### config.mk
export PLATFORM = sky130hd
export DESIGN_NAME = poci_transmitter
export DESIGN_NICKNAME = d
export VERILOG_FILES = /design/src/rtl/pico_poci_pkg.sv /design/src/rtl/p2s_shift_register.sv /design/src/rtl/poci_transmitter.sv
export SDC_FILE = /design/constraint.sdc
export NUM_CORES = 1
export LEC_CHECK = 0
export ABC_AREA = 1
export CORE_AREA = 2 2 50 99
export DETAILED_ROUTE_END_ITERATION = 10
export DIE_AREA = 0 0 52 101
export GPL_TIMING_DRIVEN = 0
export HOLD_SLACK_MARGIN = 0.08
export PLACE_DENSITY = 0.72
export SYNTH_ARGS = -nofsm -noshare
export SYNTH_HDL_FRONTEND = slang
export SYNTH_HIERARCHICAL = 1
export SYNTH_SLANG_ARGS = --single-unit
export TNS_END_PERCENT = 1
### constraint.sdc
create_clock -name sclk -period 2.2 [get_ports sclk]
set_clock_uncertainty 0.2 [all_clocks]
set_input_delay 0.66 -clock sclk [delete_from_list [all_inputs] [get_ports sclk]]
set_output_delay 0.66 -clock sclk [all_outputs]
set_load 0.005 [all_outputs]
### src/rtl/pico_poci_pkg.sv
// Shared definitions for the POCI serial transmit path: default widths,
// idle line level and the transmitter state encoding.
package pico_poci_pkg;

  localparam int unsigned DEF_DATA_W    = 8;
  localparam int unsigned DEF_ADDR_W    = 8;
  localparam logic        POCI_IDLE_BIT = 1'b0;

  typedef enum logic [1:0] {
    IDLE  = 2'd0,
    LOAD  = 2'd1,
    SHIFT = 2'd2
  } poci_state_t;

endpackage

### src/rtl/p2s_shift_register.sv
// Parallel-in / serial-out shift register, MSB first, with a bit counter.
// Ports:
//   clk, rstn  clock and asynchronous active-low reset
//   load       capture din into the register and clear the bit counter
//   shift      shift left by one and advance the bit counter
//   din        parallel load data
//   msb        current MSB of the register (the bit on the wire)
//   last_bit   high while the final bit of the word is being presented
module p2s_shift_register
  import pico_poci_pkg::*;
#(
  parameter int unsigned DATA_W = DEF_DATA_W
) (
  input  logic              clk,
  input  logic              rstn,
  input  logic              load,
  input  logic              shift,
  input  logic [DATA_W-1:0] din,
  output logic              msb,
  output logic              last_bit
);

  localparam int unsigned CNT_W = (DATA_W > 1) ? $clog2(DATA_W) : 1;

  logic [DATA_W-1:0] shift_reg;
  logic [CNT_W-1:0]  bit_cnt;

  // Load has priority so a reload on the last bit restarts the count.
  always_ff @(posedge clk or negedge rstn) begin
    if (!rstn) begin
      shift_reg <= '0;
      bit_cnt   <= '0;
    end else if (load) begin
      shift_reg <= din;
      bit_cnt   <= '0;
    end else if (shift) begin
      shift_reg <= {shift_reg[DATA_W-2:0], 1'b0};
      bit_cnt   <= bit_cnt + CNT_W'(1);
    end
  end

  assign msb      = shift_reg[DATA_W-1];
  assign last_bit = (bit_cnt == CNT_W'(DATA_W - 1));

endmodule

### src/rtl/poci_transmitter.sv
// POCI transmitter: on an address strobe reads the register file at that
// address and streams it out MSB first, auto-incrementing the address
// after every byte until tx_en drops or reset.
// Ports:
//   sclk, rstn   SPI clock (posedge) and asynchronous active-low reset
//   tx_en        transmit enable; low returns to IDLE at the next edge
//   addr_load    one-cycle start strobe, start address on addr_in
//   addr_in      start register address
//   rd_data      combinational register-file read data for rd_addr
//   rd_addr      register-file read address
//   serial_out   serial data, MSB first; IDLE_BIT when not shifting
//   tx_busy      high in LOAD or SHIFT
//   byte_done    one-cycle pulse per completed byte
//   byte_count   bytes completed since the last addr_load, saturating
module poci_transmitter
  import pico_poci_pkg::*;
#(
  parameter int unsigned DATA_W   = DEF_DATA_W,
  parameter int unsigned ADDR_W   = DEF_ADDR_W,
  parameter logic        IDLE_BIT = POCI_IDLE_BIT
) (
  input  logic              sclk,
  input  logic              rstn,
  input  logic              tx_en,
  input  logic              addr_load,
  input  logic [ADDR_W-1:0] addr_in,
  input  logic [DATA_W-1:0] rd_data,
  output logic [ADDR_W-1:0] rd_addr,
  output logic              serial_out,
  output logic              tx_busy,
  output logic              byte_done,
  output logic [7:0]        byte_count
);

  poci_state_t state;
  logic        sr_load;
  logic        sr_shift;
  logic        sr_msb;
  logic        last_bit;
  logic        hold_path;

  // A disable or restart on this edge means the shifter contents are moot.
  assign hold_path = !tx_en || addr_load;
  assign sr_load   = !hold_path && ((state == LOAD) || ((state == SHIFT) && last_bit));
  assign sr_shift  = !hold_path && (state == SHIFT) && !last_bit;

  p2s_shift_register #(
    .DATA_W (DATA_W)
  ) u_p2s (
    .clk      (sclk),
    .rstn     (rstn),
    .load     (sr_load),
    .shift    (sr_shift),
    .din      (rd_data),
    .msb      (sr_msb),
    .last_bit (last_bit)
  );

  // Control FSM, address counter and byte counter.
  always_ff @(posedge sclk or negedge rstn) begin
    if (!rstn) begin
      state      <= IDLE;
      rd_addr    <= '0;
      tx_busy    <= 1'b0;
      byte_done  <= 1'b0;
      byte_count <= '0;
    end else begin
      byte_done <= 1'b0;
      if (!tx_en) begin
        // Disable wins over a simultaneous strobe; address and count hold.
        state   <= IDLE;
        tx_busy <= 1'b0;
      end else if (addr_load) begin
        // Start, or abort the current byte and restart at addr_in.
        state      <= LOAD;
        tx_busy    <= 1'b1;
        rd_addr    <= addr_in;
        byte_count <= '0;
      end else begin
        case (state)
          IDLE: begin
            state <= IDLE;
          end
          LOAD: begin
            state   <= SHIFT;
            rd_addr <= rd_addr + ADDR_W'(1);
          end
          SHIFT: begin
            if (last_bit) begin
              rd_addr   <= rd_addr + ADDR_W'(1);
              byte_done <= 1'b1;
              if (byte_count != 8'hFF) begin
                byte_count <= byte_count + 8'd1;
              end
            end
          end
          default: begin
            state   <= IDLE;
            tx_busy <= 1'b0;
          end
        endcase
      end
    end
  end

  assign serial_out = (state == SHIFT) ? sr_msb : IDLE_BIT;

endmodule

# Word-level counts from Yosys, hierarchy flattened
# Index checks and enable logic that the tools add are counted.
# Widths: inputs -> output; s select.
# classes
addsub	3
eq_ne	7
mux	22
reduce_logical	18
# ops
op	count
$mux 8	8
$add 8x1->8 const B	2
$pmux 8 s2	1
$mux 1	8
$ne 8x8->1 const B	1
$reduce_bool 2->1	4
$mux 3	2
$ne 3x3->1 const B	2
$logic_and 1x1->1	4
$mux 2	2
$pmux 2 s2	1
$reduce_and 4->1	1
$add 3x1->3 const B	1
$eq 3x3->1 const B	1
$logic_not 1->1	3
$ne 3x2->1 const B	1
$reduce_and 3->1	1
$reduce_bool 3->1	1
$reduce_or 3->1	1
$eq 2x1->1 const B	1
$eq 2x2->1 const B	1
$logic_not 2->1	1
$logic_or 1x1->1	2
# word_totals
regBits	31
inputBits	20
out_inout_bits	19
wordCells	57

# Depth between registers and ports, before layout
# Gate-level depths: netlist of run 1.
# depth
ltp_word	7
mapped_depth	9
ltp_nobuf	8

# Cells and area by module
# The synthesis of run 1 kept the hierarchy.
# by_module_without_submodules
mod	instances	cells_each	area_each_um2	seq_area_each_um2
poci_transmitter	1	166	1221.2	500.5
p2s_shift_register	1	58	516.7	275.3

# Worst setup path before layout of run 1
# OpenSTA, ideal clock, no wires.
# synth_timing
kind	input to register
from	in addr_load
to	reg u_p2s.shift_reg[2]
setup_ns	0.124
arrival_ns	1.531
required_ns	1.876
path_slack_ns	0.344
stages	9
n_path_buf	3
cell_sequence	buf_6 nor2_2 nand2_2 o22ai_1 buf_6 nor2_4 buf_6 nand2_1 nand3_1
# synth_between
word_cells_on_any_way	7
cone_classes	mux (1); reduce/logical (6)
# synth_lines
element	line_no	source
start, declared	poci_transmitter.sv:25	input logic addr_load,
$logic_or 1x1->1 (*)	poci_transmitter.sv:43	assign hold_path = !tx_en || addr_load;
$logic_not 1->1 (*)	poci_transmitter.sv:44	assign sr_load = !hold_path && ((state == LOAD) || ((state == SHIFT) && last_bit));
$logic_and 1x1->1 (*)	poci_transmitter.sv:44	
named net sr_load	poci_transmitter.sv:36	logic sr_load;
$mux 8 / $reduce_bool 2->1 (equally long branches)	n/a	
end signal, assigned	p2s_shift_register.sv:34	shift_reg <= din;
end signal, assigned	p2s_shift_register.sv:37	shift_reg <= {shift_reg[DATA_W-2:0], 1'b0};
end, declared	p2s_shift_register.sv:25	logic [DATA_W-1:0] shift_reg;
# Mark *: on every way through the listed nets, which the timed path passes. The rest lies on a longest branch.
# A chain may end at the register's enable or synchronous reset.

# Worst setup path in the final report of run 1
# layout_timing
from	reg rd_addr[2]
to	out rd_addr[2]
# layout_lines
element	line_no	source
start, declared	poci_transmitter.sv:28	output logic [ADDR_W-1:0] rd_addr,
start signal, assigned	poci_transmitter.sv:77	rd_addr <= addr_in;
start signal, assigned	poci_transmitter.sv:86	rd_addr <= rd_addr + ADDR_W'(1);
start signal, assigned	poci_transmitter.sv:90	rd_addr <= rd_addr + ADDR_W'(1);
# No word-level cell between the ends.

==> run summary, run 1 <==
Synth async-reset ratio: 100%
pre-CTS WS: -0.309 ns
Nets: 293
placed wire-length estimate: 2800 um
die height: 101 um
initial antenna violation count: 0
TritonCTS Buffers: 5
unique cell type count in the Yosys netlist: 26
# hold bufs at CTS: 0
first-pass GRT wire length: 6620 um
CTS clk-pin slew, worst paths: 0.06 ns
DRT Wirelength: 3730 um
Ant. Diodes: 0
vias after detailed routing: 1575
maxcap violations: 0
top post-synthesis cells by area: dfrtp_1, nand2_1, nand3_1
initial drt markers: 38
RSZ-0062 raised after global routing: no
CORE AREA: 4510 um^2
sequential share of power: 49.5%
drt drc: 0
Seq/Total Area, Yosys: 44.6%
Int Pwr: 1.04 mW
Pleak: 1.13 nW
Clock Path Buffers: 2
crit start category: flip-flop
setup ws final: 0.0668 ns
drt via density: 4.86
die area: 5250 um^2
Synth area leader: dfrtp_1
Initial Util: 38.5%
Util after Layout: 50.5%
switching share of power: 26.9%
Final Hold Viols: 0
CP required: 1.34 ns
Setup Crit Path Kind: reg -> out
CTS tree: built
Final Max Slew Viols: 0
status: complete, no violations
yosys warns: 6
Inst Count DP: 316
FMAX: 469 MHz
Clock Tree Root: clkbuf_8
final hold slack: 0.216 ns
endpoints failing setup: 0
crit path time final: 2.13 ns
Max IR drop VDD: 0.486 mV
share of cells above drive strength 1: 12.6%
Least-Margin Pin Slew: 0.671 ns
Buffers on Ports: 37
std cell rows: 35
PD cells: 623 nW/um^2
Final GP Congestion: 0.740
clock network power share: 30.6%
Finished Cell Area: 2280 um^2
WP data arrival: 1.27 ns
final cell count without fillers: 324
post-synth top area share: 44.6%
Post-Syn Area: 1740 um^2
delay-heaviest family, CP: buffers and inverters
ys flop type: dfrtp_1
WL per Instance: 11.5 um
Synth Register Bits: 31
Final ANT Viol Nets: 0
syn_nets: 248
CP max stage cell: clkdlybuf4s50_1
Synth Instances: 224
P_sw: 0.382 mW
Worst-Skew Late Latency: 0.28 ns
grt ovf: 0
GRT Total Usage: 16.3%
Crit Path Max Fanout: 8
Crit. End Element: primary output
DRT Pass-1 Iters: 4
CP Cell Sequence: clkdlybuf4s50_1
DIE WIDTH: 52 um
Post-synth EDFFs: 0
worst hold path class: in -> async
Syn Area/Cell: 7.76 um^2
Buf/Inv on CP: 1
largest net degree at the start of global routing: 32
Final period util: 97.0%
H-tree levels: 2
P&R area growth vs syn: 31.0%
vias in the first global route: 1551
Ports: 39
Placed Area: 2180 um^2
CTS sink cnt: 31
slew margin rel.: 55.3%
Comb pwr share: 19.9%
Max stage delay on crit path: 0.54 ns
==> logic make-up (layout without fill, tap and decap cells) <==
group | Yosys count | count (layout) | share of synthesized area (%)
simple gates | 141 | 141 | 37.4
xor+xnor | 3 | 3 | 1.51
flops | 31 | 31 | 44.6
compound gates | 17 | 17 | 5.11
buf+inv | 28 | 73 | 8.42
fa+ha+maj | 4 | 4 | 2.88
==> path summary, 6_finish.rpt <==
path / start / endpoint / slack [ns] / depth (start not counted)
worst max-delay path: rd_addr[2] / rd_addr[2] / 0.07 / 1
worst min-delay path: rstn / rd_addr[0] / 0.22 / 1
worst max register to register: u_p2s/bit_cnt[0] / u_p2s/shift_reg[6] / 0.35 / 9
worst min register to register: u_p2s/shift_reg[7] / u_p2s/shift_reg[7] / 0.28 / 2
max in group asynchronous: rstn / tx_busy / 1.15 / 1
min in group sclk: u_p2s/shift_reg[7] / u_p2s/shift_reg[7] / 0.28 / 2
==> synth_stat cells (2+ instances only) <==
cell type	instances
o21ai_0	7
nand3_2	2
nor2_4	2
nand2_2	3
o21ai_1	7
nand4_1	5
inv_2	3
or2_2	5
nand2_1	79
nor2_2	2
ha_1	4
dfrtp_1	31
nand3_1	31
xor2_1	2
inv_1	19
nor2_1	8
buf_6	5
==> per-layer routing <==
layer | vias up | GRT usage (%) | part of all wire, %
met2 | 50 | 27.7 | 51
met4 | 0 | 6.28 | 1.6
met5 | - | 0 | 0
li1 | 809 | - | -
met1 | 711 | 19.6 | 41
met3 | 5 | 3.71 | 6.2
==> metrics by stage <==
| stage | setup TNS (ns) | power, mW |
|---|---|---|
| 2_1_floorplan | 0 | 0.846 |
| 3_3_place_gp | -11.64 | 0.980 |
| 3_5_place_dp | -12.85 | 0.995 |
| 4_1_cts | 0 | 1.44 |
| 5_1_grt | 0 | 1.51 |
| 6_report | 0 | 1.42 |
==> cells in the final DEF, fill, tap and decap left out, types with 6 or more instances in the layout <==
| cell | Yosys | final |
|---|---|---|
| nor2_1 | 8 | 8 |
| inv_1 | 19 | 18 |
| o21ai_0 | 7 | 7 |
| dfrtp_1 | 31 | 31 |
| o21ai_1 | 7 | 7 |
| nand2_1 | 79 | 79 |
| nand3_1 | 31 | 31 |
| clkdlybuf4s50_1 | 0 | 34 |
| clkbuf_8 | 0 | 6 |
==> area by class of cell <==
cell class | count | area, um^2
fillers | 448 | 2230
multi-input cells | 165 | 823
flip-flops and latches | 31 | 776
repair buffers | 38 | 374
clock buffers | 6 | 82.6
inverters | 22 | 82.6
well taps | 55 | 68.8
plain buffers | 6 | 63.8
clock inverters | 1 | 5.00
==> power groups by stage <==
stage,combinational [mW],sequential [mW],clock (mW)
2_1_floorplan,0.146,0.701,0
3_3_place_gp,0.273,0.707,0
3_5_place_dp,0.284,0.710,0
4_1_cts,0.287,0.701,0.456
5_1_grt,0.321,0.710,0.474
6_report,0.282,0.702,0.434
==> repair_timing <==
item | CTS | global route
setup endpoints to repair | 1 | 11
gates resized for setup | 2 | 2
buffers inserted | 1 | 0
pin swaps | 0 | 0
(Power assumes the default switching activity.)
==> inputs of run 2 (changes only) <==
SKIP_LAST_GASP = 1   (was not set)
==> results of run 2 <==
Same layout as run 1: the final DEF is identical, and so are final timing and power.
